`src/rtl/key_pulse_gen_pkg.sv`:
```
// Shared definitions for the pushbutton conditioning front end.
// Holds the per-channel debounce state encodings used by key_debounce_ch.
package key_pulse_gen_pkg;

    typedef enum logic [1:0] {
        KP_IDLE         = 2'd0,
        KP_PRESS_WAIT   = 2'd1,
        KP_PRESSED      = 2'd2,
        KP_RELEASE_WAIT = 2'd3
    } kp_state_t;

endpackage

```
`src/rtl/key_debounce_ch.sv`:
```
// One pushbutton channel: 2-flop synchroniser, debounce FSM with run counter,
// and registered one-cycle press pulse.
//   clk      global clock
//   rst      synchronous, active-high reset
//   pb_in    raw pushbutton, active-low (0 = pressed)
//   pulse_n  one-cycle active-low pulse on each accepted press
//   pressed  debounced held level, active-high
//
// state           | meaning
// ----------------+-----------------------------------------------
// KP_IDLE         | released and stable
// KP_PRESS_WAIT   | low samples seen, counting toward acceptance
// KP_PRESSED      | press accepted, button held
// KP_RELEASE_WAIT | high samples seen, counting toward release
module key_debounce_ch
    import key_pulse_gen_pkg::*;
#(
    parameter int DEBOUNCE_CYCLES = 1000000,
    parameter int CNT_W           = 20
) (
    input  logic clk,
    input  logic rst,
    input  logic pb_in,
    output logic pulse_n,
    output logic pressed
);

    localparam logic [CNT_W-1:0] CNT_LAST = CNT_W'(DEBOUNCE_CYCLES - 1);
    localparam logic [CNT_W-1:0] CNT_ONE  = CNT_W'(1);

    logic             sync_q1;
    logic             sync_q2;
    kp_state_t        state;
    kp_state_t        state_nxt;
    logic [CNT_W-1:0] cnt;
    logic [CNT_W-1:0] cnt_nxt;
    logic             fire;

    always_comb begin
        state_nxt = state;
        cnt_nxt   = cnt;
        fire      = 1'b0;
        case (state)
            KP_IDLE: begin
                if (!sync_q2) begin
                    state_nxt = KP_PRESS_WAIT;
                    cnt_nxt   = CNT_ONE;
                end else begin
                    cnt_nxt = '0;
                end
            end
            KP_PRESS_WAIT: begin
                if (sync_q2) begin
                    state_nxt = KP_IDLE;
                    cnt_nxt   = '0;
                end else if (cnt == CNT_LAST) begin
                    state_nxt = KP_PRESSED;
                    cnt_nxt   = '0;
                    fire      = 1'b1;
                end else begin
                    cnt_nxt = cnt + CNT_ONE;
                end
            end
            KP_PRESSED: begin
                if (sync_q2) begin
                    state_nxt = KP_RELEASE_WAIT;
                    cnt_nxt   = CNT_ONE;
                end else begin
                    cnt_nxt = '0;
                end
            end
            KP_RELEASE_WAIT: begin
                // A low sample here is release bounce: return to held, no pulse.
                if (!sync_q2) begin
                    state_nxt = KP_PRESSED;
                    cnt_nxt   = '0;
                end else if (cnt == CNT_LAST) begin
                    state_nxt = KP_IDLE;
                    cnt_nxt   = '0;
                end else begin
                    cnt_nxt = cnt + CNT_ONE;
                end
            end
            default: begin
                state_nxt = KP_IDLE;
                cnt_nxt   = '0;
            end
        endcase
    end

    always_ff @(posedge clk) begin
        if (rst) begin
            sync_q1 <= 1'b1;
            sync_q2 <= 1'b1;
            state   <= KP_IDLE;
            cnt     <= '0;
            pulse_n <= 1'b1;
            pressed <= 1'b0;
        end else begin
            sync_q1 <= pb_in;
            sync_q2 <= sync_q1;
            state   <= state_nxt;
            cnt     <= cnt_nxt;
            pulse_n <= ~fire;
            // Registered from the next state so it lines up with the state register.
            pressed <= (state_nxt == KP_PRESSED) || (state_nxt == KP_RELEASE_WAIT);
        end
    end

endmodule

```
`src/rtl/key_pulse_gen.sv`:
```
// Conditions two raw active-low bouncing pushbuttons into clean one-cycle
// active-low pulses for the 12/24-hour mode FSM. Channels are independent.
//   clk      global clock
//   rst      synchronous, active-high reset
//   pb_in    raw pushbuttons, active-low; bit0 -> in1, bit1 -> in2
//   pulse_n  registered one-cycle active-low press pulses
//   pressed  registered debounced held level, active-high
module key_pulse_gen
    import key_pulse_gen_pkg::*;
#(
    parameter int DEBOUNCE_CYCLES = 1000000,
    parameter int CNT_W           = 20
) (
    input  logic       clk,
    input  logic       rst,
    input  logic [1:0] pb_in,
    output logic [1:0] pulse_n,
    output logic [1:0] pressed
);

    for (genvar i = 0; i < 2; i++) begin : g_ch
        key_debounce_ch #(
            .DEBOUNCE_CYCLES (DEBOUNCE_CYCLES),
            .CNT_W           (CNT_W)
        ) u_ch (
            .clk     (clk),
            .rst     (rst),
            .pb_in   (pb_in[i]),
            .pulse_n (pulse_n[i]),
            .pressed (pressed[i])
        );
    end

endmodule

```
`config.mk`:
```
export PLATFORM = sky130hd
export DESIGN_NAME = key_pulse_gen
export DESIGN_NICKNAME = d
export VERILOG_FILES = /design/src/rtl/key_pulse_gen_pkg.sv /design/src/rtl/key_debounce_ch.sv /design/src/rtl/key_pulse_gen.sv
export SDC_FILE = /design/constraint.sdc
export NUM_CORES = 1
export LEC_CHECK = 0
export CORE_MARGIN = 3
export CORE_UTILIZATION = 40
export CTS_CLUSTER_DIAMETER = 30
export DETAILED_ROUTE_END_ITERATION = 10
export SYNTH_ARGS = -nofsm -noshare
export SYNTH_HDL_FRONTEND = slang
export SYNTH_SLANG_ARGS = --single-unit
```
`constraint.sdc`:
```
create_clock -name clk -period 3.8 [get_ports clk]
set_input_delay 0.57 -clock clk [delete_from_list [all_inputs] [get_ports clk]]
set_output_delay 0.57 -clock clk [all_outputs]
set_load 0.02 [all_outputs]
```
==> results of run 1 <==
[critical path, cell delays in order (launching register included)]
cell and delay [ns]:
dfxtp_1 0.38, ha_1 0.22, nand3_2 0.15, or4_1 0.63, o211ai_2 0.68, nor2_1 0.11
[metrics by stage]
stage	util, %	setup WS [ns]	hold WS (ns)
after floorplan	-	1.642	0.3895
after global placement	44.53	1.518	0.3910
after detailed placement	44.53	1.487	0.3975
after CTS	47.16	1.453	0.4241
after global routing	47.16	1.244	0.4358
final	47.16	1.482	0.4186
[cells in the final DEF (no fill, tap or decap), drive strengths merged, types with 7 or more instances in the layout]
cell	Yosys	final
xnor2	7	7
nor2	33	33
nand3	14	14
xor2	21	21
or3	7	7
and4	7	7
clkdlybuf4s50	0	7
nand4	14	14
nand2	13	13
dfxtp	52	52
a21oi	12	12
[state kept, by name, indices dropped and copies added, names as in the netlist]
register           count
g_ch.u_ch.pressed      2
g_ch.u_ch.sync_q1      2
g_ch.u_ch.cnt         40
g_ch.u_ch.state        4
g_ch.u_ch.sync_q2      2
g_ch.u_ch.pulse_n      2
[Yosys cell counts (all sizes together), types with 2 or more instances]
master	n	area, um2
o31ai	4	30.03
and4	7	61.31
nand3	14	75.07
mux2	2	22.52
inv	5	18.77
xnor2	7	61.31
nand3b	2	15.01
a21oi	12	60.06
nand2	13	48.80
xor2	21	183.9
and2	3	18.77
or2	4	25.02
nor4	3	18.77
or3	7	43.79
buf	6	40.04
o21ai	6	30.03
nand4	14	87.58
nor2b	2	12.51
and3	2	12.51
clkbuf	5	18.77
dfxtp	52	1041
nor3	4	20.02
nor2	33	123.9
or4	6	45.04
ha	2	25.02
[worst min-delay path by stage]
stage / startpoint / endpoint / cells after the start
after floorplan: g_ch[0].u_ch.sync_q1 / g_ch[0].u_ch.sync_q2 / 1
after global placement: g_ch[0].u_ch.sync_q1 / g_ch[0].u_ch.sync_q2 / 1
after detailed placement: g_ch[1].u_ch.sync_q1 / g_ch[1].u_ch.sync_q2 / 1
after CTS: g_ch[1].u_ch.sync_q1 / g_ch[1].u_ch.sync_q2 / 1
after global routing: g_ch[1].u_ch.sync_q1 / g_ch[1].u_ch.sync_q2 / 1
final: g_ch[1].u_ch.sync_q1 / g_ch[1].u_ch.sync_q2 / 1
[power by group]
group | internal (mW) | leakage, nW | switching, mW
clock | 0.265 | 0.0687 | 0.181
combinational | 0.00555 | 0.268 | 0.00415
sequential | 0.548 | 0.420 | 0.00173
total | 0.818 | 0.757 | 0.187
[per-layer routing]
layer | vias up | share of wire (%)
met2 | 12 | 42
met1 | 745 | 55
met3 | 4 | 2.3
li1 | 882 | -
met4 | 0 | 1.1
met5 | - | 0
[area by class of cell]
type	count	area [um2]
well taps	70	87.58
multi-input cells	178	1107
fillers	510	2768
inverters	5	18.77
clock buffers	5	68.82
repair buffers	8	77.57
clock inverters	3	68.82
flip-flops and latches	52	1041
[cells by family (layout without fill, tap and decap cells)]
logic type / Yosys count / in the layout / share of synthesized area, %
simple gates: 118 / 118 / 28.84
flops: 52 / 52 / 46.77
compound gates: 28 / 28 / 7.758
xor+xnor: 28 / 28 / 11.02
buf+inv: 16 / 21 / 3.485
fa+ha+maj: 2 / 2 / 1.124
mux: 2 / 2 / 1.012
==> impl_metrics.env, run 1 <==
export IMPL_status="completed"
export IMPL_slew_viol_final=0
export IMPL_synthesis_nets=252
export IMPL_synth_seq_cells=52
export IMPL_cts_reportedPaths_clkPinSlew_ns=0.09
export IMPL_p_total_mw=1.005
export IMPL_placed_cells=313
export IMPL_grt_max_degree=20
export IMPL_grt_util_met3_pct=3.363
export IMPL_core_mm2=0.005238
export IMPL_path_max_fanout=19
export IMPL_ir_drop_mv=0.2239
export IMPL_grt_overflow_total=0
export IMPL_die_x_um=80.60
export IMPL_htree_num_levels=2
export IMPL_die_h_um=80.60
export IMPL_syn_area_mm2=0.002226
export IMPL_worstMarginPinSlew_ns=0.7793
export IMPL_cts_tree="yes"
export IMPL_port_buffers=7
export IMPL_crit_path_end="g_ch[0].u_ch.cnt[5]"
export IMPL_hold_class="reg2reg"
export IMPL_grt_pass1_wl_mm=6.755
export IMPL_setup_tns_ns=0
export IMPL_grt_pass1_vias=1488
export IMPL_max_freq_mhz=431.4
export IMPL_hold_buffers=0
export IMPL_final_hold_violation_count=0
export IMPL_postPlaceCellArea_mm2=0.002332
export IMPL_drt_antenna_violating_nets=0
export IMPL_required_ns=3.96
export IMPL_drive_gt1_share_pct=7.171
export IMPL_layout_nets=256
export IMPL_startpoint="g_ch[0].u_ch.cnt[0]"
export IMPL_grt_busiest_layer="met1"
export IMPL_routed_via_density=5.118
export IMPL_reg2reg_slack_ns=1.48
export IMPL_fp_row_count=26
export IMPL_gp_congestion=0.7448
export IMPL_clk_latency_ns=0.30
export IMPL_rr_worst_depth=5
export IMPL_grt_met2_usage_pct=18.21
export IMPL_synth_avg_cell_area_um2=9.048
export IMPL_netlist_instances=246
export IMPL_yosysWarnings=0
export IMPL_drc=0
export IMPL_ys_flop_type="dfxtp_1"
export IMPL_clock_skew_ns=0.009479
export IMPL_met1_usage_pct=18.87
export IMPL_synthToLayoutAreaGrowth_pct=10.96
export IMPL_io_pins=8
export IMPL_clock_path_buffers=2
export IMPL_wire_per_inst_um=11.83
export IMPL_p_leak_nw=0.7566
export IMPL_synthArstFlopShare_pct=0
export IMPL_numCtsBuffers=5
export IMPL_r2r_end="g_ch[0].u_ch.cnt[5]"
export IMPL_antenna_cells=0
export IMPL_relSlewSlack_pct=47.89
export IMPL_drtIter0Drc=73
export IMPL_antenna_found_initial=0
export IMPL_dr_pass1_iters=4
export IMPL_post_dp_hpwl_mm=2.558
export IMPL_root_buffer="clkbuf_8"
export IMPL_finalNonFillerCells=321
export IMPL_fin_crit_ns=2.318
export IMPL_rsz0062_at_grt="no"
export IMPL_die_area_mm2=0.006496
export IMPL_r2r_start="g_ch[0].u_ch.cnt[0]"
export IMPL_arrival_ns=2.48
export IMPL_cts_setup_buffers=0
export IMPL_vias=1643
export IMPL_critPathLaunchType="flop"
export IMPL_end_kind="flop"
export IMPL_synth_edf_count=0
export IMPL_stdcell_area_mm2=0.002470
export IMPL_drv_cap=0
export IMPL_clock_sinks=52
export IMPL_seq_area_frac_synth_pct=46.77
export IMPL_yosysUniqueCellTypes=37
export IMPL_finalSetupViolations=0
export IMPL_routed_wl_mm=3.796
export IMPL_post_route_period_util_pct=61.00
export IMPL_start_util_pct=42.50
export IMPL_grt_use_total_pct=13.13
export IMPL_ctsResizeCount=0
export IMPL_critPathKind="reg2reg"
export IMPL_p_per_area_mw_per_mm2=407.0
No activity file was read; power rests on OpenSTA's default activity.
==> run 2, diff against run 1 <==
==> constraint.sdc (replaced) <==
create_clock -name clk -period 2.4 [get_ports clk]
set_input_delay 0.36 -clock clk [delete_from_list [all_inputs] [get_ports clk]]
set_output_delay 0.36 -clock clk [all_outputs]
set_load 0.02 [all_outputs]
==> run 2 against run 1 <==
  * Core utilization is 0.072 points lower
  * Routed wire length is 1.2% higher
  * Die area stayed put
  * Sequential cell count stayed put
  * Worst setup slack worse by 1.3 ns
  * Critical path depth stayed put
  * Non-clock buffer count is 3 higher
  * First-iteration DRC count is 38% higher
  * Clock-buffer cell count is 1 higher
  * Sequential power is 58% higher
  * Cell count is 0.93% higher
  * Via count is 2.0% higher
  * Critical path type unchanged
  * Largest power group unchanged
==> impl_metrics.env, run 2 (synthesized netlist as in run 1, its figures left out) <==
export IMPL_grt_busiest_layer="met2"
export IMPL_ctsResizeCount=0
export IMPL_hold_buffers=0
export IMPL_start_util_pct=42.50
export IMPL_top_register="g_ch.u_ch.cnt"
export IMPL_die_area_mm2=0.006496
export IMPL_reg2reg_slack_ns=0.22
export IMPL_relSlewSlack_pct=68.55
export IMPL_r2r_start="g_ch[0].u_ch.cnt[0]"
export IMPL_met1_usage_pct=17.61
export IMPL_grt_util_met3_pct=4.484
export IMPL_max_freq_mhz=459.0
export IMPL_status="completed"
export IMPL_drc=0
export IMPL_slew_viol_final=0
export IMPL_htree_num_levels=2
export IMPL_antenna_found_initial=0
export IMPL_grt_pass1_vias=1498
export IMPL_gp_congestion=0.8075
export IMPL_path_max_fanout=5
export IMPL_cp_cell_sequence="ha_1, nand3_2, or4_1, or3_1, or4_1"
export IMPL_clock_path_buffers=2
export IMPL_sw_frac_of_total_pct=19.97
export IMPL_clock_sinks=52
export IMPL_routed_wl_mm=3.841
export IMPL_layout_nets=259
export IMPL_pre_cts_slack_ns=0.2378
export IMPL_dr_pass1_iters=4
export IMPL_grt_max_degree=20
export IMPL_largest_reg_flops=40
export IMPL_slowest_delay_ns=0.60
export IMPL_hold_worst_slack_ns=0.4151
export IMPL_hold_class="reg2reg"
export IMPL_fin_crit_ns=2.179
export IMPL_seqCellArea_mm2=0.001041
export IMPL_combPwrFrac_pct=1.0
export IMPL_p_leak_nw=0.7574
export IMPL_required_ns=2.59
export IMPL_numCtsBuffers=5
export IMPL_cts_reportedPaths_clkPinSlew_ns=0.09
export IMPL_top_regs="g_ch.u_ch.cnt x40, g_ch.u_ch.state x4"
export IMPL_ir_drop_mv=0.3650
export IMPL_rsz0062_at_grt="no"
export IMPL_pwr_share_seq_pct=58.4
export IMPL_post_route_util_pct=47.09
export IMPL_p_per_area_mw_per_mm2=603.5
export IMPL_mostFrequentLayoutCells="52 x dfxtp_1, 33 x nor2_1, 21 x xor2_1"
export IMPL_clk_latency_ns=0.31
export IMPL_synthToLayoutAreaGrowth_pct=10.79
export IMPL_port_buffers=7
export IMPL_routed_via_density=5.173
export IMPL_die_x_um=80.60
export IMPL_drv_cap=0
export IMPL_final_hold_violation_count=0
export IMPL_die_h_um=80.60
export IMPL_clock_skew_ns=0.008712
export IMPL_finalWorstSetupSlack_ns=0.2212
export IMPL_antenna_cells=0
export IMPL_worstHoldPathCells=1
export IMPL_vias=1676
export IMPL_hold_start="g_ch[1].u_ch.sync_q1"
export IMPL_multiInputGateArea_mm2=0.001107
export IMPL_end_kind="flop"
export IMPL_pwr_share_clk_pct=40.5
export IMPL_switchingPower_mw=0.2971
export IMPL_io_pins=8
export IMPL_worstMarginPinSlew_ns=0.4682
export IMPL_cts_tree="yes"
export IMPL_setup_tns_ns=0
export IMPL_wire_per_inst_um=11.85
export IMPL_critPathKind="reg2reg"
export IMPL_r2r_end="g_ch[0].u_ch.pulse_n"
export IMPL_rr_worst_depth=5
export IMPL_post_dp_hpwl_mm=2.648
export IMPL_arrival_ns=2.37
export IMPL_cpMostUsedCell="or4_1"
export IMPL_finalSetupViolations=0
export IMPL_min_to="g_ch[1].u_ch.sync_q2"
export IMPL_critPathLaunchType="flop"
export IMPL_cts_setup_buffers=0
export IMPL_grt_use_total_pct=13.13
export IMPL_core_mm2=0.005238
export IMPL_grt_met2_usage_pct=19.78
export IMPL_grt_overflow_total=0
export IMPL_intPower_mw=1.191
export IMPL_n_fill_cell=510
export IMPL_layout_commonest_cell="dfxtp_1"
export IMPL_root_buffer="clkbuf_8"
export IMPL_drtIter0Drc=101
export IMPL_grt_pass1_wl_mm=6.686
export IMPL_fp_row_count=26
export IMPL_drt_antenna_violating_nets=0
export IMPL_critPathSlowestCell="or4_1"
export IMPL_drive_gt1_share_pct=7.874
export IMPL_post_route_period_util_pct=90.78
## run 2: critical path: cells and delay by family (launching register included)
kind | cells | cell delay, ns
adder cells (fa/ha/maj) | 1 | 0.21
flip-flops | 1 | 0.37
AND/OR/NAND/NOR | 4 | 1.48
## run 2: metal layers
metal | vias up | routed length, um | share of wire [%]
li1 | 888 | - | -
met1 | 768 | 1974 | 51
met2 | 18 | 1690 | 44
met3 | 2 | 149 | 3.9
met4 | 0 | 27 | 0.70
met5 | - | 0 | 0
## run 2: worst max-delay path by stage
stage / end / slack [ns] / startpoint / depth (start not counted)
final: g_ch[0].u_ch.pulse_n / 0.22 / g_ch[0].u_ch.cnt[0] / 5
after global routing: g_ch[0].u_ch.pulse_n / 0.08 / g_ch[0].u_ch.cnt[0] / 5
after CTS: g_ch[0].u_ch.pulse_n / 0.22 / g_ch[0].u_ch.cnt[0] / 5
after detailed placement: g_ch[0].u_ch.pulse_n / 0.24 / g_ch[0].u_ch.cnt[0] / 5
after global placement: g_ch[0].u_ch.pulse_n / 0.27 / g_ch[0].u_ch.cnt[0] / 5
after floorplan: g_ch[0].u_ch.pulse_n / 0.24 / g_ch[0].u_ch.cnt[0] / 6
## run 2: power groups by stage
stage,logic [mW],registers (mW),clock network (mW)
after CTS,0.0156,0.870,0.630
after global routing,0.0180,0.871,0.660
after detailed placement,0.0156,0.890,0
after global placement,0.0156,0.890,0
after floorplan,0.00941,0.889,0
final,0.0153,0.870,0.603
## run 2: metrics by stage
stage,std cells,instance area (um2),power (mW)
2_1_floorplan,246,2226,0.8987
6_report,324,2466,1.488
4_1_cts,324,2466,1.515
3_5_place_dp,316,2355,0.9054
5_1_grt,324,2466,1.549
3_3_place_gp,316,2355,0.9054
## run 2: cell type report
cell class	count	share of cell area [%]
clock buffers	6	2.943
clock inverters	2	1.573
inverters	5	0.7610
multi-input cells	178	44.90
flip-flops and latches	52	42.21
well taps	70	3.551
repair buffers	11	4.059
==> run 3, diff against run 2 <==
--- a/config.mk
+++ b/config.mk
@@ -9,6 +9,7 @@
 export CORE_UTILIZATION = 40
 export CTS_CLUSTER_DIAMETER = 30
 export DETAILED_ROUTE_END_ITERATION = 10
+export HOLD_SLACK_MARGIN = 0.02
 export SYNTH_ARGS = -nofsm -noshare
 export SYNTH_HDL_FRONTEND = slang
 export SYNTH_SLANG_ARGS = --single-unit
==> results of run 3 <==
Same layout as run 2: the final DEF is identical, and so are final timing and power.
